--- src/rtl/trail_history_ctrl.sv ---
// Trail history ring: stores the last DEPTH tracker positions and streams them newest-first.
// Optional macro TRAIL_STALE_DECAY_EN: invalid frames drop the oldest entry.
module trail_history_ctrl #(
    parameter int DEPTH = 8,
    parameter int X_W   = 12,
    parameter int Y_W   = 11
) (
    input  logic                       clk_in,
    input  logic                       rst_n_in,
    input  logic                       nf_in,
    input  logic                       valid_in,
    input  logic [X_W-1:0]             x_in,
    input  logic [Y_W-1:0]             y_in,
    input  logic                       rd_start_in,
    input  logic                       entry_ready_in,
    output logic                       entry_valid_out,
    output logic [X_W-1:0]             entry_x_out,
    output logic [Y_W-1:0]             entry_y_out,
    output logic [$clog2(DEPTH)-1:0]   entry_age_out,
    output logic                       entry_last_out,
    output logic [$clog2(DEPTH):0]     count_out,
    output logic                       busy_out
);
    localparam int AW = $clog2(DEPTH);
    localparam int CW = AW + 1;

    typedef enum logic {IDLE, STREAM} state_t;

    state_t         state, state_nx;
    logic [X_W-1:0] mem_x [DEPTH];
    logic [Y_W-1:0] mem_y [DEPTH];
    logic [AW-1:0]  head, head_nx, snap_head, age, rd_ptr;
    logic [CW-1:0]  count, count_nx, snap_count;
    logic           pend_valid, pend_push;
    logic [X_W-1:0] pend_x, op_x;
    logic [Y_W-1:0] pend_y, op_y;
    logic           ev_now, op_push, op_decay, start, beat, last;

`ifdef TRAIL_STALE_DECAY_EN
    assign ev_now = nf_in;
`else
    assign ev_now = nf_in & valid_in;
`endif

    // Ring updates only happen in IDLE, so the ring is frozen for the whole stream.
    always_comb begin
        op_push  = 1'b0;
        op_decay = 1'b0;
        op_x     = x_in;
        op_y     = y_in;
        if (state == IDLE) begin
            if (pend_valid) begin
                op_push  = pend_push;
                op_decay = ~pend_push;
                op_x     = pend_x;
                op_y     = pend_y;
            end else begin
                op_push  = ev_now & valid_in;
                op_decay = ev_now & ~valid_in;
            end
        end
    end

    always_comb begin
        head_nx  = op_push ? head + 1'b1 : head;
        count_nx = count;
        if (op_push && count != CW'(DEPTH))
            count_nx = count + 1'b1;
        else if (op_decay && count != '0)
            count_nx = count - 1'b1;
    end

    assign start  = (state == IDLE) && rd_start_in && (count_nx != '0);
    assign beat   = (state == STREAM) && entry_ready_in;
    assign last   = (state == STREAM) && (CW'(age) == snap_count - 1'b1);
    assign rd_ptr = snap_head - age;

    always_ff @(posedge clk_in or negedge rst_n_in) begin
        if (!rst_n_in)
            state <= IDLE;
        else
            state <= state_nx;
    end

    always_comb begin
        state_nx = state;
        case (state)
            IDLE:    if (start) state_nx = STREAM;
            STREAM:  if (beat && last) state_nx = IDLE;
            default: state_nx = IDLE;
        endcase
    end

    always_ff @(posedge clk_in or negedge rst_n_in) begin
        if (!rst_n_in) begin
            head       <= '0;
            count      <= '0;
            snap_head  <= '0;
            snap_count <= '0;
            age        <= '0;
            pend_valid <= 1'b0;
            pend_push  <= 1'b0;
            pend_x     <= '0;
            pend_y     <= '0;
        end else begin
            head  <= head_nx;
            count <= count_nx;
            if (start) begin
                snap_head  <= head_nx;
                snap_count <= count_nx;
                age        <= '0;
            end else if (beat) begin
                age <= last ? '0 : age + 1'b1;
            end
            // An event that cannot be applied this cycle replaces any held one.
            if (ev_now && (state == STREAM || pend_valid)) begin
                pend_valid <= 1'b1;
                pend_push  <= valid_in;
                pend_x     <= x_in;
                pend_y     <= y_in;
            end else if (state == IDLE) begin
                pend_valid <= 1'b0;
            end
        end
    end

    always_ff @(posedge clk_in) begin
        if (op_push) begin
            mem_x[head_nx] <= op_x;
            mem_y[head_nx] <= op_y;
        end
    end

    assign entry_valid_out = (state == STREAM);
    assign busy_out        = (state == STREAM);
    assign entry_x_out     = (state == STREAM) ? mem_x[rd_ptr] : '0;
    assign entry_y_out     = (state == STREAM) ? mem_y[rd_ptr] : '0;
    assign entry_age_out   = age;
    assign entry_last_out  = last;
    assign count_out       = count;

endmodule

--- config.mk ---
export PLATFORM = sky130hd
export DESIGN_NAME = trail_history_ctrl
export DESIGN_NICKNAME = d
export VERILOG_FILES = /design/src/rtl/trail_history_ctrl.sv
export SDC_FILE = /design/constraint.sdc
export NUM_CORES = 1
export LEC_CHECK = 0
export CAP_MARGIN = 20
export CORE_MARGIN = 1
export CORE_UTILIZATION = 47
export CTS_CLUSTER_SIZE = 24
export DETAILED_ROUTE_END_ITERATION = 8
export PLACE_DENSITY_LB_ADDON = 0.25
export SYNTH_ARGS = -nofsm -noshare
export SYNTH_HDL_FRONTEND = slang
export SYNTH_SLANG_ARGS = --single-unit
--- constraint.sdc ---
create_clock -name clk_in -period 5.1 [get_ports clk_in]
set_input_delay 0.765 -clock clk_in [delete_from_list [all_inputs] [get_ports clk_in]]
set_output_delay 0.765 -clock clk_in [all_outputs]
set_load 0.01 [all_outputs]
==> run_results.csv <==
group,metric,value,unit
global_routing,grt_pass1_wl,28900,microns
power,p_per_area,708,nW/um^2
clocking,cts_setup_buffers,0,
clocking,clkSinkCount,227,
power,swShare,0.330,
synthesis,synthArstFlopShare,0.189,
synthesis,synth_top_area_frac,0.593,
layout,diodes,0,
die,start_util,0.478,
synthesis,yosys-top-cells-area,"edfxtp_1, dfrtp_1, mux4_2",
die,dieArea,20400,sq um
synthesis,synth-edff-count,184,
global_routing,grt_util_met2,0.340,
power,p_leak,3.87,nW
flow_run,maxCapViolations,0,
layout,drive_gt1_frac,0.288,
clocking,cts_tree,"built",
sta,fin_crit,4300,ps
clocking,hold_buffers,0,
run_status,status,"completed",
global_routing,grt_use_met3,0.0282,
die,ios,62,
setup_path,cp_data_arrival_time,3530,ps
setup_path,regToRegEndpoint,"mem_x[1][9]",
synthesis,avgSynthCellArea,18.0,sq um
setup_path,critPathLaunchType,"flop",
sta,hold_viol,0,
layout,final_cell_mix,"edfxtp_1, clkdlybuf4s50_1, nand2_1",
power,power,0.00795,W
synthesis,synth_nets,553,
sta,timing.setup.tns,0,ps
sta,rsz0062_at_grt,"no",
sta,post-route-period-util,0.843,
layout,finish.utilization,0.577,
clocking,cts_resized,0,
power,clkPwrFrac,0.239,
synthesis,syn_area,9310,sq um
sta,fin_skew,17.9,ps
synthesis,synth_top_cell_by_area,"edfxtp_1",
route,drt-total-wl,18600,microns
layout,nets,631,
synthesis,synth_seq_cells,227,
placed_design,place_hpwl,10900,microns
synthesis,synth_seq_area_share,0.709,
setup_path,reg2reg_slack,1840,ps
layout,syn2layout_area_growth,20.6,%
placed_design,portBuffers,61,
die,die_h,143,microns
setup_path,r2r-start,"busy_out",
synthesis,synth_cells,517,
sta,slew_viol_final,0,
layout,final_common_cell,"edfxtp_1",
setup_path,critPathKind,"reg -> out",
sta,fmax,233,MHz
global_routing,grt_most_used_layer,"met2",
power,seqPwrFrac,0.296,
setup_path,end_kind,"primary output",
global_routing,grt_max_degree,44,
clocking,root_buffer,"clkbuf_16",
power,power_switching,0.00262,W
die,die_x,143,microns
global_routing,grt_use_met1,0.254,
setup_path,critPathMaxFanout,30,
route,drt_iter0_drc,303,
sta,worst_slew_pin_slew,995,ps
sta,hold_ws,226,ps
die,coreArea,19500,sq um
clocking,numCtsBuffers,23,
power,ir_drop,0.000406,V
sta,relSlewSlack,0.333,
min_path,hp-class,"in -> async",
clocking,clk_latency,510,ps
die,fp-row-count,51,
route,final_antenna_net_count,0,
global_routing,grt_pass1_vias,5110,
clocking,cts.htree.levels,1,
placed_design,gp_congestion,0.766,
route,vias_per_cell,5.61,
global_routing,grtUsageTotal,0.193,
synthesis,yosysWarnings,0,
route,drc,0,
layout,instances_no_fill,877,
global_routing,grt_antenna_before_repair,0,
global_routing,overflow,0,
sta,finalSetupViolations,0,
synthesis,synth_ff_type,"edfxtp_1",
clocking,clockBufferDepth,3,
placed_design,place_inst,834,
setup_path,r2r_cells,7,
clocking,clkSlewWorstSetupHoldPaths,60,ps
synthesis,synth.distinct_cells,48,
route,vias,4920,
power,power_frac_comb,0.465,
route,wl_per_cell,21.2,microns
power,internal_power,0.00533,W
setup_path,required,4340,ps
route,first_pass_iters,4,
==> critical path, stage by stage, from the launching register on <==
cell and delay (ps):
dfrtp_1 460, ha_2 200, inv_1 40, fa_2 870, buf_12 290, mux4_2 220
nand2_1 60, a21oi_1 280, clkdlybuf4s50_1 590
==> cell families after synthesis <==
family,after synthesis,synth area share
AO/OA/AOI/OAI,51,0.0363
XOR/XNOR,10,0.00941
adder cells (fa/ha/maj),7,0.0102
buffers and inverters,36,0.0163
flip-flops,227,0.709
multiplexers,98,0.176
AND/OR/NAND/NOR,88,0.0427
==> state kept, by name, indices dropped and copies added (netlist names) <==
signal and flops:
snap_head 3, mem_y 88, pend_y 11, busy_out 1, snap_count 4, entry_age_out 3, pend_push 1, pend_x 12
count_out 4, pend_valid 1, mem_x 96, head 3
==> stage by stage <==
stage	instance area (sq um)	worst slack [ps]
2_1_floorplan	9310	586
3_3_place_gp	10300	1340
3_5_place_dp	10300	1340
4_1_cts	11200	751
5_1_grt	11200	610
6_report	11200	802
==> worst max path at each step <==
stage | endpoint | cells after the start | slack [ps] | startpoint
final | entry_x_out[2] | 8 | 800 | entry_age_out[0]
after CTS | entry_x_out[2] | 8 | 750 | entry_age_out[0]
after detailed placement | entry_x_out[2] | 8 | 1340 | entry_age_out[0]
after floorplan | mem_x[1][0] | 7 | 590 | nf_in
after global placement | entry_y_out[10] | 8 | 1340 | entry_age_out[0]
after global routing | entry_x_out[2] | 8 | 610 | entry_age_out[0]
==> layer usage <==
layer  vias up  wire length (microns)  share of wire
li1       2184                      -              -
met1      2586                   7730           0.42
met2       129                   9680           0.52
met3        21                    932          0.050
met4         0                    248          0.013
met5         -                      0              0
==> area by class of cell <==
cell class | instances | area, sq um
repair buffers | 78 | 771
flip-flops and latches | 227 | 6600
clock inverters | 17 | 272
well taps | 265 | 332
clock buffers | 25 | 593
fillers | 1470 | 8230
multi-input cells | 254 | 2620
inverters | 11 | 41.3
==> synth_stat cells, types with 2 or more instances <==
cell and instances:
mux2_2 47, nor2b_1 2, nor4_1 2, a22oi_1 2, clkbuf_1 17, nand2_1 59, nand2b_1 2, ha_1 6
a22o_1 2, xnor2_1 6, buf_2 4, nor2_1 5, mux4_2 46, inv_1 10, xor2_1 4, o211ai_1 3
o22ai_1 2, nand3_1 3, edfxtp_1 184, nand3b_1 2, nor3_1 5, o21ai_0 6, mux2_4 5, buf_1 2
a21oi_1 26, dfrtp_1 43
==> power by group through the flow <==
stage	combinational, W	sequential [W]	clock [W]
floorplan	0.00228	0.00236	0
global placement	0.00370	0.00238	0
detailed placement	0.00374	0.00239	0
CTS	0.00377	0.00235	0.00193
global route	0.00401	0.00237	0.00201
finish	0.00370	0.00235	0.00190
Note: power is estimated with default switching activity, not from simulation.
